### src/rtl/ring_counter_param_if.sv
// Control and status bundle for ring_counter_param: step/load controls in, count and pulses out.
// master drives the controls; slave is the counter itself.
interface ring_counter_param_if #(
    parameter int WIDTH = 4
);
    logic             en;
    logic             load;
    logic [WIDTH-1:0] load_val;
    logic             dir;
    logic             mode;
    logic [WIDTH-1:0] count;
    logic             wrap;
    logic             load_err;

    modport master (
        output en, load, load_val, dir, mode,
        input  count, wrap, load_err
    );

    modport slave (
        input  en, load, load_val, dir, mode,
        output count, wrap, load_err
    );
endinterface

### src/rtl/ring_counter_param.sv
// Parametrised one-hot ring / Johnson counter with up/down, load, enable and registered wrap pulse.
// Latency: one edge for load and step; no backpressure. Optional load validation: RING_COUNTER_LOAD_CHECK_EN.
module ring_counter_param #(
    parameter int               WIDTH = 4,
    parameter logic [WIDTH-1:0] SEED  = {{(WIDTH-1){1'b0}}, 1'b1}
) (
    input  logic                clk,
    input  logic                reset,
    ring_counter_param_if.slave bus
);

    localparam logic [WIDTH-1:0] LSB_ONLY = {{(WIDTH-1){1'b0}}, 1'b1};
    localparam logic [WIDTH-1:0] MSB_ONLY = {1'b1, {(WIDTH-1){1'b0}}};
    localparam logic [WIDTH-1:0] ALL_ZERO = '0;

    logic [WIDTH-1:0] count_q, count_d;
    logic             wrap_q, wrap_d;
    logic             load_err_q, load_err_d;

    logic [WIDTH-1:0] ring_up, ring_dn, john_up, john_dn;
    logic             load_ok;

    assign ring_up = {count_q[WIDTH-2:0], count_q[WIDTH-1]};
    assign ring_dn = {count_q[0], count_q[WIDTH-1:1]};
    assign john_up = {count_q[WIDTH-2:0], ~count_q[WIDTH-1]};
    assign john_dn = {~count_q[0], count_q[WIDTH-1:1]};

`ifdef RING_COUNTER_LOAD_CHECK_EN
    function automatic logic is_one_hot(input logic [WIDTH-1:0] v);
        logic [WIDTH-1:0] v_m1;
        v_m1 = v - LSB_ONLY;
        return (v != ALL_ZERO) && ((v & v_m1) == ALL_ZERO);
    endfunction

    // Legal Johnson states are a run of ones anchored at either end (0..01..1 or 1..10..0).
    function automatic logic is_johnson(input logic [WIDTH-1:0] v);
        logic [WIDTH-1:0] v_p1, nv, nv_p1;
        v_p1  = v + LSB_ONLY;
        nv    = ~v;
        nv_p1 = nv + LSB_ONLY;
        return ((v & v_p1) == ALL_ZERO) || ((nv & nv_p1) == ALL_ZERO);
    endfunction

    assign load_ok = bus.mode ? is_johnson(bus.load_val) : is_one_hot(bus.load_val);
`else
    assign load_ok = 1'b1;
`endif

    always_comb begin
        count_d    = count_q;
        wrap_d     = 1'b0;
        load_err_d = 1'b0;
        if (bus.load) begin
            if (load_ok) begin
                count_d = bus.load_val;
            end else begin
                load_err_d = 1'b1;
            end
        end else if (bus.en) begin
            if (!bus.mode) begin
                // An empty ring would never advance, so restart it from the seed.
                if (count_q == ALL_ZERO) begin
                    count_d = SEED;
                end else if (!bus.dir) begin
                    count_d = ring_up;
                    wrap_d  = (count_q == MSB_ONLY);
                end else begin
                    count_d = ring_dn;
                    wrap_d  = (count_q == LSB_ONLY);
                end
            end else begin
                if (!bus.dir) begin
                    count_d = john_up;
                    wrap_d  = (count_q == MSB_ONLY);
                end else begin
                    count_d = john_dn;
                    wrap_d  = (count_q == ALL_ZERO);
                end
            end
        end
    end

    always_ff @(posedge clk or posedge reset) begin
        if (reset) begin
            count_q    <= SEED;
            wrap_q     <= 1'b0;
            load_err_q <= 1'b0;
        end else begin
            count_q    <= count_d;
            wrap_q     <= wrap_d;
            load_err_q <= load_err_d;
        end
    end

    assign bus.count    = count_q;
    assign bus.wrap     = wrap_q;
    assign bus.load_err = load_err_q;

endmodule

### src/flat_wrapper.sv
// flat-port wrapper written by rule: the top's interface ports become plain ports
module ring_counter_param_flat 
#(
    parameter int               WIDTH = 4,
    parameter logic [WIDTH-1:0] SEED  = {{(WIDTH-1){1'b0}}, 1'b1}
)
  (clk, reset, bus_en, bus_load, bus_load_val, bus_dir, bus_mode, bus_count, bus_wrap, bus_load_err);
  ring_counter_param_if #(.WIDTH(WIDTH)) bus_i ();
  input  logic clk;
  input  logic reset;
  input wire logic [$bits(bus_i.en)-1:0] bus_en;
  input wire logic [$bits(bus_i.load)-1:0] bus_load;
  input wire logic [$bits(bus_i.load_val)-1:0] bus_load_val;
  input wire logic [$bits(bus_i.dir)-1:0] bus_dir;
  input wire logic [$bits(bus_i.mode)-1:0] bus_mode;
  output wire logic [$bits(bus_i.count)-1:0] bus_count;
  output wire logic [$bits(bus_i.wrap)-1:0] bus_wrap;
  output wire logic [$bits(bus_i.load_err)-1:0] bus_load_err;
  assign bus_i.en = bus_en;
  assign bus_i.load = bus_load;
  assign bus_i.load_val = bus_load_val;
  assign bus_i.dir = bus_dir;
  assign bus_i.mode = bus_mode;
  assign bus_count = bus_i.count;
  assign bus_wrap = bus_i.wrap;
  assign bus_load_err = bus_i.load_err;
  ring_counter_param #(.WIDTH(WIDTH), .SEED(SEED)) u_core (.clk(clk), .reset(reset), .bus(bus_i));
endmodule
### config.mk
export PLATFORM = sky130hd
export DESIGN_NAME = ring_counter_param_flat
export DESIGN_NICKNAME = d
export VERILOG_FILES = /design/src/rtl/ring_counter_param_if.sv /design/src/rtl/ring_counter_param.sv /design/src/flat_wrapper.sv
export SDC_FILE = /design/constraint.sdc
export NUM_CORES = 1
export LEC_CHECK = 0
export CAP_MARGIN = 0
export CORE_AREA = 2 2 39 41
export CTS_CLUSTER_SIZE = 20
export DETAILED_ROUTE_END_ITERATION = 10
export DIE_AREA = 0 0 41 43
export SYNTH_ARGS = -nofsm -noshare
export SYNTH_HDL_FRONTEND = slang
export SYNTH_SLANG_ARGS = --single-unit
### constraint.sdc
create_clock -name clk -period 2.2 [get_ports clk]
set_clock_uncertainty 0.2 [all_clocks]
set_input_delay 0.44 -clock clk [delete_from_list [all_inputs] [get_ports clk]]
set_output_delay 0.44 -clock clk [all_outputs]
set_load 0.05 [all_outputs]
Yosys cells after proc, flatten, opt, wreduce, memory -nomap -nowiden --
Index checks and enable logic that the tools add are counted.
Storage, ports and cells: bits in registers 5, input bits 10, output and inout port bits 6, word-level logic and storage cells 20
Operators by class: equality and inequality tests 2, multiplexer cells 12, bitwise gates (word level) 2, reduce and logical (&&, ||, !) cells 2
Operators with widths (number):
- two-way mux 4 bit | 6
- two-way mux 1 bit | 6
- equality test 4 x 1 -> 1 bit (second input constant) | 1
- equality test 4 bit (second input constant) | 1
- logical NOT 4 bit | 1
- NOT 1 bit | 2
- nonzero test 2 bit | 1

Logic depth before layout (Yosys ltp) --
Gate-level depths: netlist of the first run.
word-level depth 6, gate-level depth with buffers 4, mapped depth without buffers 3

Worst setup path after synthesis of the first run --
No wires, ideal clock.
path kind reg-to-reg, start reg u_core.count_q[3] (netlist: u_core.bus.count[3]), end reg u_core.wrap_q (netlist: u_core.bus.wrap), setup time 0.120 ns, data arrival time 1.548 ns, required time 1.880 ns, slack 0.332 ns, cell stages (with the launch flop) 4, buffers on the path 0, period minus slack after synthesis 1.868 ns, path through dfrtp_1 or4_4 o21ai_4 and3b_1
Between the ends: word-level cells in the longest chain between the ends 6, elaborated cells between the ends (all ways) 9, those cells by class eq/ne (2); mux (6); reduce/logical (1)
RTL lines:
- from (decl) | line ring_counter_param.sv:16 | logic [WIDTH-1:0] count_q, count_d;
- from (signal assigned) | line ring_counter_param.sv:89 | count_q <= count_d;
- equality test 4 bit or equality test 4 x 1 -> 1 bit (tied branches) | line ring_counter_param.sv:66, ring_counter_param.sv:74, ring_counter_param.sv:69
- two-way mux 1 bit | line ring_counter_param.sv:64 | end else if (!bus.dir) begin
- two-way mux 1 bit | line ring_counter_param.sv:62 | if (count_q == ALL_ZERO) begin
- two-way mux 1 bit * | line ring_counter_param.sv:60 | if (!bus.mode) begin
- two-way mux 1 bit * | line ring_counter_param.sv:59 | end else if (bus.en) begin
- two-way mux 1 bit * | line ring_counter_param.sv:53 | if (bus.load) begin
- named net u_core.wrap_d | line ring_counter_param.sv:17 | logic wrap_q, wrap_d;
- to (signal assigned) | line ring_counter_param.sv:90 | wrap_q <= wrap_d;
- to (decl) | line ring_counter_param.sv:17
Mark *: on every way through the listed nets, which the timed path passes. The rest lies on a longest branch. A chain may end at the register's enable or synchronous reset.

Worst setup path after layout of the first run --
start reg u_core.wrap_q (netlist: u_core.bus.wrap), end out bus_wrap
RTL lines:
- to (decl) | line flat_wrapper.sv:17 | output wire logic [$bits(bus_i.wrap)-1:0] bus_wrap;
No word-level cell between the ends.

==> run_results.csv, run 1 <==
group,metric,value,unit
outcome,status,"finished clean",
final_layout,n_antenna_cell,0,
clock_tree,cts-buffers-inserted,3,
detailed_routing,routed_wl,846,um
min_path,hp-class,"in2async",
clock_tree,cts_resized,0,
critical_path,crit_required,1.56,ns
sta,fmax,499.3,MHz
yosys,yosysTopAreaCell,"dfrtp_1",
floorplanning,die_h,43,um
clock_tree,cts_sinks,5,
detailed_routing,routedWlPerCell,12.09,um
yosys,mappedNetlistArea,350.3,um^2
detailed_routing,vias_per_cell,4.800,
yosys,async_flop_share,100.0,%
sta,tns,0,ns
run,max_cap_violations,0,
final_layout,nFillCells,143,
critical_path,crit_fanout,1,
critical_path,crit_buf_inv,1,
yosys,ys_seq_area_share,36.07,%
critical_path,crit_family,"buffers and inverters",
floorplanning,start_util,25.32,%
power_and_ir_drop,power_leakage,0.0002230,uW
clock_tree,cts.clk_slew.worst_paths,0.05,ns
floorplanning,dieArea,1763,um^2
yosys,synth_top_flop_cell,"dfrtp_1",
grt,grt_pass1_wl,1366,um
sta,fin_crit,2.003,ns
sta,finalCritPeriodShare,91.03,%
critical_path,critPathSlowestCell,"clkdlybuf4s50_1",
grt,grt-ovfl-total,0,
yosys,yosysTopAreaCellShare,28.57,%
grt,groute.usage.overall,11.60,%
clock_tree,cts-root-buf,"clkbuf_4",
clock_tree,h-tree-depth,1,
sta,whs,0.1883,ns
floorplanning,dieWidth,41,um
sta,setup_viol_count_final,0,
clock_tree,cts_tree,"built",
critical_path,slowest_delay,0.79,ns
final_layout,area_growth,50.71,%
yosys,synthTopCellsByArea,"dfrtp_1, dfstp_2, nor3b_1",
yosys,syn_avg_cell_area,9.469,um^2
detailed_routing,drc,0,
yosys,syn_inst,37,
yosys,syn_nets,47,
floorplanning,row_count,14,
floorplanning,fp.coreArea,1384,um^2
floorplanning,ios,16,
placed_design,port_buffers,14,
detailed_routing,drt_iter0_drc,2,
yosys,synth-edff-count,0,
detailed_routing,postRouteAntennaNets,0,
final_layout,post_route_cells_drive_above_1_share,25.93,%
placed_design,hpwl,656.4,um
yosys,ys_types,22,
grt,antenna_found_initial,0,
yosys,yosysWarnings,0,
sta,rsz0062_at_grt,"no",
final_layout,utilization,38.16,%
critical_path,criticalPathCategory,"reg2out",
critical_path,path_cells,"clkdlybuf4s50_1",
placed_design,gp_congestion,0.7667,
detailed_routing,num_vias,336,
power_and_ir_drop,vdd_drop_max,0.2133,mV
detailed_routing,firstDrtPassIters,3,
power_and_ir_drop,power-per-cell-area,663.3,nW/um^2
critical_path,worstSetupStartpointType,"flip-flop",
sta,hold_viol_final,0,
clock_tree,hold_buffers,0,
clock_tree,postCtsSetupBuffers,0,
final_layout,num-nets-final,65,
clock_tree,ctsLongestPathBuffers,2,
sta,drv_slew,0,
critical_path,worstPathArrival,1.36,ns
yosys,synth-seq-cells,5,
critical_path,worstSetupEndpointType,"primary output",
clock_tree,clkLatencyLatePin,0.25,ns
grt,grt_max_degree,14,
grt,first_global_vias,305,
-- synthesized netlist by cell type (2+ instances only) --
cell	instances
a21oi_1	3
clkbuf_1	2
dfrtp_1	4
inv_1	2
mux2i_1	2
nor2_1	3
nor3b_1	3
o31ai_1	3
xnor2_1	2
-- logic make-up after synthesis --
| logic type | count (synthesis) | share of synthesized area [%] |
|---|---|---|
| AO/OA/AOI/OAI | 11 | 24.64 |
| AND/OR/NAND/NOR | 11 | 21.07 |
| flip-flops | 5 | 36.07 |
| buffers and inverters | 5 | 6.431 |
| XOR/XNOR | 2 | 5.001 |
| multiplexers | 2 | 5.715 |
| other | 1 | 1.070 |
-- layout by cell type (no fill, tap or decap) --
cell             count
inv_1                2
and3b_1              1
nor2b_1              1
xnor2_1              2
or4_4                1
o21ai_4              1
a21oi_1              3
a2111oi_0            1
or3b_2               1
o31ai_1              3
dfrtp_1              4
o21ai_0              1
nor2_1               3
a221o_1              1
buf_4                6
conb_1               1
a211o_1              1
nor3_1               1
clkinv_2             1
clkdlybuf4s50_1     10
mux2i_1              2
nor3b_1              3
dfstp_2              1
clkbuf_4             3
-- final timing paths --
path	startpoint	endpoint	slack, ns	depth (start not counted)
setup / recovery	u_core.bus.wrap$_DFF_PP0_	bus_wrap	0.20	1
hold reg to reg	u_core.bus.count[0]$_DFFE_PP1P_	u_core.bus.count[1]$_DFFE_PP0P_	0.47	2
hold / removal	reset	u_core.bus.count[2]$_DFFE_PP0P_	0.19	2
min in group clk	u_core.bus.count[0]$_DFFE_PP1P_	u_core.bus.count[1]$_DFFE_PP0P_	0.47	2
setup reg to reg	u_core.bus.count[3]$_DFFE_PP0P_	u_core.bus.wrap$_DFF_PP0_	0.45	3
max in group asynchronous	reset	u_core.bus.count[0]$_DFFE_PP1P_	1.37	2
-- worst reg2reg max path, delay by kind of cell, from the launching register on --
family           cells  cell delay [ns]
flip-flops           1             0.46
AND/OR/NAND/NOR      2             0.78
AO/OA/AOI/OAI        1             0.19
-- per-layer routing --
| layer | global-route usage, % | vias up | share of wire [%] |
|---|---|---|---|
| li1 | - | 167 | - |
| met1 | 15.36 | 160 | 47 |
| met2 | 16.56 | 9 | 50 |
| met3 | 3.141 | 0 | 3.3 |
| met4 | 6.000 | 0 | 0 |
| met5 | 0 | - | 0 |
-- flip-flops by register name, summed over array words and instances (netlist names) --
| register | flops |
|---|---|
| u_core.bus.wrap | 1 |
| u_core.bus.count | 4 |
-- metrics by stage --
stage,cells,setup slack [ns],area [um^2],total power (uW)
4_1_cts,70,0.1777,528.0,357.2
3_3_place_gp,66,0.1541,500.5,243.9
3_5_place_dp,66,0.1067,500.5,244.6
6_report,70,0.1973,528.0,350.2
5_1_grt,70,0.1501,528.0,376.1
2_1_floorplan,37,0.3324,350.3,197.7
-- where the power goes --
group,internal [uW],leakage [uW],switching [uW]
Sequential,104,0.0000610,19.0
Clock,66.0,0.0000177,41.7
Combinational,52.4,0.000144,67.6
-- layout make-up --
| cell class | instances | area [um^2] | area share, % |
|---|---|---|---|
| Clock buffer | 3 | 22.52 | 4.265 |
| Clock inverter | 1 | 5.005 | 0.9479 |
| Inverter | 2 | 7.507 | 1.422 |
| Multi-Input combinational cell | 27 | 201.4 | 38.15 |
| Sequential cell | 5 | 126.4 | 23.93 |
| Tap cell | 16 | 20.02 | 3.791 |
| Timing Repair Buffer | 16 | 145.1 | 27.49 |
No activity file was read; power rests on OpenSTA's default activity.
==> inputs of run 2 (changes only) <==
--- a/config.mk
+++ b/config.mk
@@ -10,6 +10,7 @@
 export CTS_CLUSTER_SIZE = 20
 export DETAILED_ROUTE_END_ITERATION = 10
 export DIE_AREA = 0 0 41 43
+export SLEW_MARGIN = 25
 export SYNTH_ARGS = -nofsm -noshare
 export SYNTH_HDL_FRONTEND = slang
 export SYNTH_SLANG_ARGS = --single-unit
==> results of run 2 <==
Same layout as run 1: the final DEF is identical, and so are final timing and power.
